File: src/rtl/safety_check_sched_if.sv
`default_nettype none
// ============================================================================
// Module   : safety_check_sched_if
// Brief    : Sample/clear bus between the register banks, host and the
//            current-error supervisor. Adds warn when SAFETY_SCHED_WARN_EN.
// Revision : 1.0 - initial release
// ============================================================================
interface safety_check_sched_if #(
  parameter int NUM_CH = 4,
  parameter int DATA_W = 16
);
  localparam int c_idx_w = $clog2(NUM_CH);

  logic [NUM_CH*DATA_W-1:0] cur_in;
  logic [NUM_CH*DATA_W-1:0] dac_in;
  logic [NUM_CH-1:0]        ch_enable;
  logic                     clr_req;
  logic [NUM_CH-1:0]        clr_mask;
  logic                     clr_ack;
  logic [NUM_CH-1:0]        amp_disable;
  logic [c_idx_w-1:0]       ch_idx;
`ifdef SAFETY_SCHED_WARN_EN
  logic [NUM_CH-1:0]        warn;

  modport master (
    output cur_in, dac_in, ch_enable, clr_req, clr_mask,
    input  clr_ack, amp_disable, ch_idx, warn
  );
  modport slave (
    input  cur_in, dac_in, ch_enable, clr_req, clr_mask,
    output clr_ack, amp_disable, ch_idx, warn
  );
`else
  modport master (
    output cur_in, dac_in, ch_enable, clr_req, clr_mask,
    input  clr_ack, amp_disable, ch_idx
  );
  modport slave (
    input  cur_in, dac_in, ch_enable, clr_req, clr_mask,
    output clr_ack, amp_disable, ch_idx
  );
`endif
endinterface
`default_nettype wire

File: src/rtl/safety_check_sched.sv
`default_nettype none
// ============================================================================
// Module   : safety_check_sched
// Brief    : Round-robin current-error supervisor sharing one |cur-dac|
//            datapath across NUM_CH channels; sticky per-channel faults with
//            host clear handshake. Option macro: SAFETY_SCHED_WARN_EN.
// Revision : 1.0 - initial release
// ============================================================================
module safety_check_sched #(
  parameter int NUM_CH     = 4,
  parameter int DATA_W     = 16,
  parameter int ERR_LIMIT  = 16'h1200,
  parameter int CNT_W      = 24,
  parameter int TRIP_COUNT = 614400
) (
  input  logic               clk,
  input  logic               reset,
  safety_check_sched_if.slave bus
);

  localparam int                 c_idx_w     = $clog2(NUM_CH);
  localparam logic [c_idx_w-1:0] c_last_ch   = c_idx_w'(NUM_CH - 1);
  localparam logic [c_idx_w-1:0] c_idx_one   = c_idx_w'(1);
  localparam logic [DATA_W-1:0]  c_err_limit = DATA_W'(ERR_LIMIT);
  localparam logic [CNT_W-1:0]   c_cnt_max   = {CNT_W{1'b1}};
  localparam logic [CNT_W-1:0]   c_cnt_one   = CNT_W'(1);
  localparam logic [CNT_W-1:0]   c_trip      = CNT_W'(TRIP_COUNT);
`ifdef SAFETY_SCHED_WARN_EN
  localparam logic [CNT_W-1:0]   c_warn      = CNT_W'(TRIP_COUNT / 2);
`endif

  typedef enum logic [1:0] {
    ST_RUN   = 2'd0,
    ST_CLEAR = 2'd1,
    ST_ACK   = 2'd2
  } state_t;

  state_t r_state;
  state_t w_state_nxt;
  logic   w_scan;
  logic   w_do_clear;

  logic [c_idx_w-1:0] r_ch_idx;
  logic [NUM_CH-1:0]  r_mask;
  logic               r_s0_valid;
  logic [c_idx_w-1:0] r_s0_tag;
  logic [DATA_W-1:0]  r_s0_cur;
  logic [DATA_W-1:0]  r_s0_dac;
  logic               r_s1_valid;
  logic [c_idx_w-1:0] r_s1_tag;
  logic [DATA_W-1:0]  r_s1_err;
  logic [DATA_W-1:0]  w_abs_err;
  logic               w_s2_upd;

  always_ff @(posedge clk) begin
    if (!reset) r_state <= ST_RUN;
    else        r_state <= w_state_nxt;
  end

  always_comb begin
    w_state_nxt = r_state;
    w_scan      = 1'b0;
    w_do_clear  = 1'b0;
    case (r_state)
      ST_RUN: begin
        if (bus.clr_req) w_state_nxt = ST_CLEAR;
        else             w_scan      = 1'b1;
      end
      ST_CLEAR: begin
        w_do_clear  = 1'b1;
        w_state_nxt = ST_ACK;
      end
      ST_ACK: begin
        if (!bus.clr_req) w_state_nxt = ST_RUN;
      end
      default: w_state_nxt = ST_RUN;
    endcase
  end

  assign w_abs_err = (r_s0_cur > r_s0_dac) ? (r_s0_cur - r_s0_dac) : (r_s0_dac - r_s0_cur);
  // Leaving RUN kills in-flight samples, so a clear never races a counter update.
  assign w_s2_upd  = r_s1_valid & w_scan;

  always_ff @(posedge clk) begin
    if (!reset) begin
      r_ch_idx   <= '0;
      r_mask     <= '0;
      r_s0_valid <= 1'b0;
      r_s0_tag   <= '0;
      r_s0_cur   <= '0;
      r_s0_dac   <= '0;
      r_s1_valid <= 1'b0;
      r_s1_tag   <= '0;
      r_s1_err   <= '0;
    end else begin
      r_s0_valid <= w_scan;
      r_s1_valid <= r_s0_valid & w_scan;
      r_s1_tag   <= r_s0_tag;
      r_s1_err   <= w_abs_err;
      if (w_scan) begin
        r_s0_tag <= r_ch_idx;
        r_s0_cur <= bus.cur_in[r_ch_idx*DATA_W +: DATA_W];
        r_s0_dac <= bus.dac_in[r_ch_idx*DATA_W +: DATA_W];
        r_ch_idx <= (r_ch_idx == c_last_ch) ? '0 : (r_ch_idx + c_idx_one);
      end
      if (w_do_clear) r_ch_idx <= '0;
      if ((r_state == ST_RUN) && bus.clr_req) r_mask <= bus.clr_mask;
    end
  end

  for (genvar k = 0; k < NUM_CH; k++) begin : g_ch
    logic [CNT_W-1:0] r_cnt;
    logic             r_fault;
    logic             r_amp;
    logic [CNT_W-1:0] w_cnt_inc;
    logic [CNT_W-1:0] w_cnt_new;
    logic             w_hit;
    logic             w_trip;
    logic             w_clr;

    assign w_hit     = w_s2_upd && (r_s1_tag == c_idx_w'(k));
    assign w_clr     = w_do_clear & r_mask[k];
    assign w_cnt_inc = (r_cnt == c_cnt_max) ? r_cnt : (r_cnt + c_cnt_one);
    assign w_cnt_new = (bus.ch_enable[k] && (r_s1_err > c_err_limit)) ? w_cnt_inc : '0;
    assign w_trip    = bus.ch_enable[k] && (w_cnt_new >= c_trip);

`ifdef SAFETY_SCHED_WARN_EN
    logic r_warn;
    always_ff @(posedge clk) begin
      if (!reset || w_clr)  r_warn <= 1'b0;
      else if (w_hit)       r_warn <= (w_cnt_new >= c_warn) && !(r_fault || w_trip);
    end
    assign bus.warn[k] = r_warn;
`endif

    always_ff @(posedge clk) begin
      if (!reset) begin
        r_cnt   <= '0;
        r_fault <= 1'b0;
        r_amp   <= 1'b0;
      end else begin
        // The amplifier output lags the fault by one edge, except a clear drops both together.
        r_amp <= r_fault & ~w_clr;
        if (w_clr) begin
          r_cnt   <= '0;
          r_fault <= 1'b0;
        end else if (w_hit) begin
          r_cnt   <= w_cnt_new;
          r_fault <= r_fault | w_trip;
        end
      end
    end

    assign bus.amp_disable[k] = r_amp;
  end

  assign bus.ch_idx  = r_ch_idx;
  assign bus.clr_ack = (r_state == ST_ACK);

endmodule
`default_nettype wire

File: src/flat_wrapper.sv
// flat-port wrapper written by rule: the top's interface ports become plain ports
module safety_check_sched_flat 
#(
  parameter int NUM_CH     = 4,
  parameter int DATA_W     = 16,
  parameter int ERR_LIMIT  = 16'h1200,
  parameter int CNT_W      = 24,
  parameter int TRIP_COUNT = 614400
)
  (clk, reset, bus_cur_in, bus_dac_in, bus_ch_enable, bus_clr_req, bus_clr_mask, bus_clr_ack, bus_amp_disable, bus_ch_idx);
  safety_check_sched_if #(.NUM_CH(NUM_CH), .DATA_W(DATA_W)) bus_i ();
  input  logic clk;
  input  logic reset;
  input wire logic [$bits(bus_i.cur_in)-1:0] bus_cur_in;
  input wire logic [$bits(bus_i.dac_in)-1:0] bus_dac_in;
  input wire logic [$bits(bus_i.ch_enable)-1:0] bus_ch_enable;
  input wire logic [$bits(bus_i.clr_req)-1:0] bus_clr_req;
  input wire logic [$bits(bus_i.clr_mask)-1:0] bus_clr_mask;
  output wire logic [$bits(bus_i.clr_ack)-1:0] bus_clr_ack;
  output wire logic [$bits(bus_i.amp_disable)-1:0] bus_amp_disable;
  output wire logic [$bits(bus_i.ch_idx)-1:0] bus_ch_idx;
  assign bus_i.cur_in = bus_cur_in;
  assign bus_i.dac_in = bus_dac_in;
  assign bus_i.ch_enable = bus_ch_enable;
  assign bus_i.clr_req = bus_clr_req;
  assign bus_i.clr_mask = bus_clr_mask;
  assign bus_clr_ack = bus_i.clr_ack;
  assign bus_amp_disable = bus_i.amp_disable;
  assign bus_ch_idx = bus_i.ch_idx;
  safety_check_sched #(.NUM_CH(NUM_CH), .DATA_W(DATA_W), .ERR_LIMIT(ERR_LIMIT), .CNT_W(CNT_W), .TRIP_COUNT(TRIP_COUNT)) u_core (.clk(clk), .reset(reset), .bus(bus_i));
endmodule
File: config.mk
export PLATFORM = sky130hd
export DESIGN_NAME = safety_check_sched_flat
export DESIGN_NICKNAME = d
export VERILOG_FILES = /design/src/rtl/safety_check_sched_if.sv /design/src/rtl/safety_check_sched.sv /design/src/flat_wrapper.sv
export SDC_FILE = /design/constraint.sdc
export NUM_CORES = 1
export LEC_CHECK = 0
export CAP_MARGIN = 20
export CORE_ASPECT_RATIO = 1.75
export CORE_MARGIN = 2
export CORE_UTILIZATION = 25
export CTS_BUF_LIST = sky130_fd_sc_hd__clkbuf_4 sky130_fd_sc_hd__clkbuf_8
export CTS_CLUSTER_DIAMETER = 60
export CTS_CLUSTER_SIZE = 16
export DETAILED_ROUTE_END_ITERATION = 10
export DONT_BUFFER_PORTS = 1
export PLACE_DENSITY = 0.48
export SLEW_MARGIN = 40
export SYNTH_ARGS = -nofsm -noshare
export SYNTH_HDL_FRONTEND = slang
export SYNTH_SLANG_ARGS = --single-unit
File: constraint.sdc
create_clock -name clk -period 2.6 [get_ports clk]
set_clock_uncertainty 0.15 [all_clocks]
set_input_delay 0.52 -clock clk [delete_from_list [all_inputs] [get_ports clk]]
set_output_delay 0.52 -clock clk [all_outputs]
set_load 0.03 [all_outputs]
==> results of run 1 <==
-- power groups by stage --
stage / Sequential (mW) / Combinational [mW] / Clock [mW]
4_1_cts: 2.77 / 2.52 / 2.22
3_5_place_dp: 2.83 / 2.15 / 0
3_3_place_gp: 2.82 / 2.14 / 0
6_report: 2.77 / 2.67 / 2.12
5_1_grt: 2.79 / 2.89 / 2.31
2_1_floorplan: 2.81 / 1.33 / 0
-- final timing paths --
kind | slack (ns) | endpoint | cells after the start | start
worst min-delay path | 0.05 | u_core.g_ch[2].r_amp | 1 | reset
worst max register to register | -0.25 | u_core.r_s1_err[10] | 13 | u_core.r_s0_cur[0]
worst min register to register | 0.31 | u_core.r_s1_tag[0] | 1 | u_core.r_s0_tag[0]
worst max-delay path | -0.25 | u_core.r_s1_err[10] | 13 | u_core.r_s0_cur[0]
-- per-layer routing --
layer,vias up,track usage [%],part of all wire (%)
li1,4883,-,-
met1,4552,14.83,37
met2,229,29.75,57
met3,55,1.970,3.0
met4,0,8.160,3.7
met5,-,0,0
-- registers in the layout (all words and copies together) (netlist names) --
signal / cells
u_core.r_s1_err: 16
u_core.r_s0_valid: 1
u_core.r_s0_dac: 16
u_core.g_ch.r_amp: 4
u_core.bus.ch_idx: 2
u_core.r_s1_tag: 2
u_core.r_mask: 4
u_core.r_s1_valid: 1
u_core.r_s0_cur: 16
u_core.g_ch.r_fault: 4
u_core.g_ch.r_cnt: 96
u_core.r_state: 2
u_core.r_s0_tag: 2
-- synth_stat cells (6+ instances only) --
master / count
dfxtp_1: 166
nand2_1: 157
nor2_1: 124
a21oi_1: 119
mux2i_1: 53
nor3_1: 48
inv_1: 46
clkbuf_1: 45
xor2_1: 45
o21ai_0: 43
nand4_1: 40
nand3_1: 39
ha_1: 36
xnor2_1: 34
and3_1: 31
o22ai_1: 21
or3_1: 16
and2_1: 14
mux4_2: 14
nor4_1: 13
a21o_1: 12
and4_1: 12
a31oi_1: 10
buf_2: 10
or2_2: 7
a211oi_1: 6
o21a_1: 6
-- layout make-up --
cell class,instances,area (µm²)
diodes,1,2.502
clock buffers,23,291.5
clock inverters,9,150.1
fillers,4309,26740
inverters,47,183.9
multi-input cells,989,6832
flip-flops and latches,166,3353
well taps,495,619.3
repair buffers,235,1874
-- timing repair --
| action | in CTS | in global routing |
|---|---|---|
| endpoints found under the hold margin | 15 | 0 |
| pin swaps | 17 | 34 |
| setup buffers | 6 | 9 |
| resized for setup | 40 | 62 |
| hold buffers | 5 | 0 |
| setup endpoints to repair | 13 | 22 |
| gates cloned | 1 | 0 |
-- stage by stage --
step                      instance area, µm²  setup TNS (ns)
final                                  13310          -2.295
after global routing                   13310          -4.307
after CTS                              13010          -2.992
after detailed placement               12240          -2.367
after global placement                 12240          -2.067
after floorplan                        10280         -0.4720
-- logic make-up (layout without fill, tap and decap cells) --
logic type                 count (synthesis)  after routing  share of synthesized area (%)
DFF                                      166            166                          32.67
muxes                                     68             68                          8.451
adders and majority gates                 41             41                          5.130
buffers and inverters                    114            314                          4.650
other                                      0              1                              0
and+or+nand+nor                          542            542                          26.98
xor gates and xnor gates                  79             79                          6.803
AOI/OAI and AO/OA                        259            259                          15.32
-- critical path: cells and delay by family (launching register included) --
kind	cells	cell delay (ns)
compound gates	5	0.93
simple gates	2	0.18
xor+xnor	1	0.16
buf+inv	2	0.19
fa+ha+maj	2	0.52
mux	1	0.26
flops	1	0.34
==> metrics.md, run 1 <==
| Metric | Value |
|---|---|
| Status | `complete, but fails checks` |
| Violated checks | `setup timing` |
| Die Y | `270.8 µm` |
| Drt drc | `0` |
| Most common cell after layout, fill and taps aside | `buf_4` |
| Final non-filler cell total | `1965` |
| Post-synthesis sequential area ratio | `32.67%` |
| IO Pins | `146` |
| TritonCTS Buffers | `17` |
| Slew @ Worst Pin | `0.7515 ns` |
| Fin Hold WS | `0.04761 ns` |
| Number of global-route vias before repair | `9964` |
| Syn nets | `1446` |
| Crit-path max FO | `5` |
| Row cnt | `97` |
| Core area | `40050 µm²` |
| Synthesis-to-layout area growth | `30.83%` |
| Internal Power | `5.174 mW` |
| Setup Crit Path Kind | `reg2reg` |
| Final setup violation count | `14` |
| PD cells | `568.9 nW/µm²` |
| Antenna viol nets, final | `0` |
| P_sw | `2.397 mW` |
| Reg clk slew, reported paths | `0.10 ns` |
| Placed insts | `1915` |
| Setup crit start kind | `flop` |
| Synth Area per Inst | `8.015 µm²` |
| Pleak | `5.086 nW` |
| Max_cap viols | `0` |
| Share of synthesized registers carrying an async set or reset | `0%` |
| Largest net degree at the start of global routing | `53` |
| Peak VDD IR | `0.0003915 V` |
| CP max-delay cell | `fa_2` |
| Top post-synthesis cells by area | `dfxtp_1 (33%), a21oi_1 (5.9%), nand2_1 (5.8%)` |
| Synth unique cells | `72` |
| Arrival time at the worst endpoint | `3.08 ns` |
| Final Util | `33.22%` |
| Clock latency on the worst-skew pair | `0.50 ns` |
| Placement Setup Slack | `-0.3480 ns` |
| Sw frac | `31.66%` |
| Total clock sinks | `166` |
| Bufs on Longest Clock Path | `2` |
| Placer Congestion | `0.8427` |
| Final Hold Viols | `0` |
| Fmax | `0.3507 GHz` |
| Period utilisation layout | `109.7%` |
| Vias per inst | `4.946` |
| # port buffers | `0` |
| Total gr overflow | `0` |
| Worst hold path type | `in2reg` |
| Via count | `9719` |
| Die area | `42380 µm²` |
| Fin crit period | `2.852 ns` |
| Post-synth top area share | `32.67%` |
| Crit-path cells | `inv_2 > ha_4 > fa_2 > nor2b_4 > o31a_1 > o31ai_4 > a21oi_4 > buf_12 > mux2i_4 > o221ai_4 > a31oi_4 > xor2_1 > nor2_1` |
| Comb power frac | `35.3%` |
| Die Width | `156.5 µm` |
| Total GRT Usage | `15.11%` |
| Commonest non-fill, non-tap cells in the layout | `buf_4 (215), nand2_1 (155), dfxtp_1 (144), nor2_1 (122), a21oi_1 (114)` |
| Routed Wire Length | `31390 µm` |
| Main synth FF type | `dfxtp_1` |
| DR iter-0 viols | `326` |
| Initial antenna violation count | `1` |
| Flop pwr share | `36.6%` |
| Routed WL per cell | `15.97 µm` |
| Mapped Area | `10170 µm²` |
| EDFF count, synth | `0` |
| DP HPWL | `24680 µm` |
| CP Capture Type | `flop` |
| CP max stage delay | `0.37 ns` |
| Clock share of power | `28.1%` |
| Initial Util | `25.40%` |
| Syn Inst Count | `1269` |
| Setup ws final | `-0.2518 ns` |
| Flops & latches, synth | `166` |
| H-tree Lvls | `4` |
| CTS tree | `yes` |
| Critical path data required time | `2.82 ns` |
| First-pass GRT wire length | `50400 µm` |
| Initial DRT Pass Iterations | `4` |
| RSZ-0062 raised after global routing | `true` |
| Post-synth top area cell | `dfxtp_1` |
| Power consumption | `7.570 mW` |
| Root Driver | `clkbuf_8` |
| Final nets | `1633` |
| Pins Over Slew Limit | `0` |
| Layout cells sized above 1 | `26.34%` |
| Yosys warns | `0` |
| Rel. slew slack | `49.73%` |
Power figures use the tool's default switching activity.
==> run 2, diff against run 1 <==
- GPL_TIMING_DRIVEN: not set -> 0
==> run 2 against run 1 <==
Net effect:
- routed wire length is 2.0% higher
- via count fell by 1.1%
- clock power fell by 12%
- maximum frequency shrank 4.1%
- flip-flop and latch count unchanged
- highest routed layer unchanged
- combinational power is 12% lower
- global-route usage shrank 0.17 points
- critical path type unchanged
- the run still ends with setup timing left
- design area fell by 4.4%
- clock-buffer cell count fell by 2
- total power is 7.5% lower
- critical path depth is 1 lower
==> metrics.md, run 2 (synthesis gave the netlist of run 1 again) <==
| Metric | Value |
|---|---|
| Status | `complete, but fails checks` |
| Violated checks | `setup timing` |
| First-pass GRT wire length | `49820 µm (-1.1%)` |
| TritonCTS Buffers | `17 (unchanged)` |
| Pins Over Slew Limit | `0 (unchanged)` |
| Antenna viol nets, final | `0 (unchanged)` |
| Flop pwr share | `39.7% (+3.1 points)` |
| Initial Util | `25.40% (unchanged)` |
| DR iter-0 viols | `372 (+14%)` |
| Critical path origin | `u_core.r_s0_dac[4]` |
| IO Pins | `146 (unchanged)` |
| # port buffers | `0 (unchanged)` |
| PD cells | `550.6 nW/µm² (-3.2%)` |
| Largest net degree at the start of global routing | `17 (-68%)` |
| Final nets | `1559 (-4.5%)` |
| Initial DRT Pass Iterations | `6 (+2)` |
| DP HPWL | `23640 µm (-4.2%)` |
| CP Capture Type | `flop` |
| Arrival time at the worst endpoint | `3.25 ns (+0.17 ns)` |
| Final Hold Viols | `0 (unchanged)` |
| Number of global-route vias before repair | `9708 (-2.6%)` |
| Fmax | `0.3362 GHz (-4.1%)` |
| Rel. slew slack | `52.62% (+2.9 points)` |
| Total gr overflow | `0 (unchanged)` |
| Die Width | `156.5 µm (unchanged)` |
| Final design area excluding fillers | `12720 µm² (-4.4%)` |
| Core area | `40050 µm² (unchanged)` |
| Setup ws final | `-0.3742 ns (-0.1225 ns)` |
| H-tree Lvls | `4 (unchanged)` |
| Peak VDD IR | `0.0003732 V (-4.7%)` |
| TNS Setup | `-3.201 ns (-0.9061 ns)` |
| Commonest non-fill, non-tap cells in the layout | `nand2_1 (152), nor2_1 (122), a21oi_1 (115), dfxtp_1 (99), buf_4 (97)` |
| Min-delay src | `bus_cur_in[45]` |
| Setup Crit Path Kind | `reg2reg` |
| Period utilisation layout | `114.4% (+4.7 points)` |
| Die Y | `270.8 µm (unchanged)` |
| Largest register FFs | `96 (unchanged)` |
| Slew @ Worst Pin | `0.7042 ns (-0.04731 ns)` |
| Row cnt | `97 (unchanged)` |
| Via count | `9612 (-1.1%)` |
| Max_cap viols | `0 (unchanged)` |
| Die area | `42380 µm² (unchanged)` |
| Sw frac | `34.23% (+2.6 points)` |
| Total clock sinks | `166 (unchanged)` |
| Comb power frac | `33.7% (-1.6 points)` |
| Bufs on Longest Clock Path | `2 (unchanged)` |
| Placer Congestion | `0.8832 (+4.8%)` |
| Synthesis-to-layout area growth | `25.05%` |
| Clock share of power | `26.6% (-1.5 points)` |
| Most common cell after layout, fill and taps aside | `nand2_1` |
| Worst hold path type | `in2reg` |
| P_sw | `2.397 mW (about the same)` |
| Layout cells sized above 1 | `24.96% (-1.4 points)` |
| Fin crit period | `2.974 ns (+0.1225 ns)` |
| Drt drc | `0 (unchanged)` |
| Crit-path max FO | `5 (unchanged)` |
| CTS tree | `yes` |
| Root Driver | `clkbuf_8` |
| Pleak | `4.546 nW (-11%)` |
| Post-DP Area | `10920 µm² (-11%)` |
| Setup crit start kind | `flop` |
| Routed WL per cell | `16.95 µm (+6.1%)` |
| Internal Power | `4.606 mW (-11%)` |
| Biggest register | `u_core.g_ch.r_cnt` |
| Clock latency on the worst-skew pair | `0.50 ns (about the same)` |
| Critical path data required time | `2.88 ns (+0.06 ns)` |
| Initial antenna violation count | `1 (unchanged)` |
| Vias per inst | `5.086 (+2.8%)` |
| Total GRT Usage | `14.93% (-0.17 points)` |
| R2R Path Start | `u_core.r_s0_dac[4]` |
| Reg clk slew, reported paths | `0.10 ns (about the same)` |
| Final setup violation count | `14 (unchanged)` |
| Routed Wire Length | `32030 µm (+2.0%)` |
| RSZ-0062 raised after global routing | `true` |
[run 2: worst max-delay path, stage by stage (launching register included)]
cell	delay, ns
dfxtp_2	0.37
inv_2	0.05
ha_4	0.28
and2_4	0.14
nand4_1	0.24
nor4_4	0.43
a21oi_2	0.09
buf_6	0.16
mux2i_4	0.19
o221ai_4	0.28
a31oi_4	0.14
o21ai_2	0.17
mux2i_1	0.21
[run 2: repair_timing]
item                                    4_1_cts  5_1_grt
hold buffers                                  4        0
gates resized for setup                     110      102
hold endpoints to repair                      4        0
gates cloned                                  1        0
buffers inserted                             56       40
endpoints found under the setup margin      108       74
pin swaps                                    41       49
[run 2: cell type report]
class	count	area [µm²]
fill	4329	27330
multi-input combinational	989	6970
sequential	166	3447
timing repair buffer	101	780.7
tap	495	619.3
buffer	60	345.3
clock buffer	21	276.5
inverter	47	178.9
clock inverter	10	97.59
antenna	1	2.502
[run 2: path summary, 6_finish.rpt]
| kind | to | slack, ns | cells after the start |
|---|---|---|---|
| worst min-delay path | u_core.r_s0_cur[13] | 0.06 | 2 |
| worst min register to register | u_core.r_s1_valid | 0.31 | 1 |
| worst max register to register | u_core.r_s1_err[14] | -0.37 | 12 |
| worst max-delay path | u_core.r_s1_err[14] | -0.37 | 12 |
[run 2: routing by layer]
layer	vias up	global-route usage (%)	wire length (µm)
met3	66	2.787	1090
met5	-	0	0
met4	0	6.567	1108
met2	257	29.99	18230
met1	4549	14.25	11600
li1	4740	-	-
[run 2: stage by stage]
step | setup slack [ns] | hold slack (ns) | instances | utilization [%] | total power [mW]
3_3_place_gp | -0.8390 | 0.2940 | 1764 | 27.22 | 4.589
4_1_cts | -0.3787 | 0.02167 | 1851 | 30.33 | 6.854
6_report | -0.3742 | 0.05947 | 1890 | 31.76 | 7.003
2_1_floorplan | -0.1455 | 0.2789 | 1269 | - | 4.138
3_5_place_dp | -0.8605 | 0.2936 | 1764 | 27.26 | 4.608
5_1_grt | -0.5086 | 0.03385 | 1890 | 31.76 | 7.371
[run 2: power groups by stage]
stage | Combinational, mW | Clock [mW] | Sequential [mW]
final | 2.36 | 1.86 | 2.78
after global routing | 2.55 | 2.03 | 2.80
after CTS | 2.13 | 1.93 | 2.79
after detailed placement | 1.76 | 0 | 2.85
after global placement | 1.74 | 0 | 2.85
after floorplan | 1.33 | 0 | 2.81
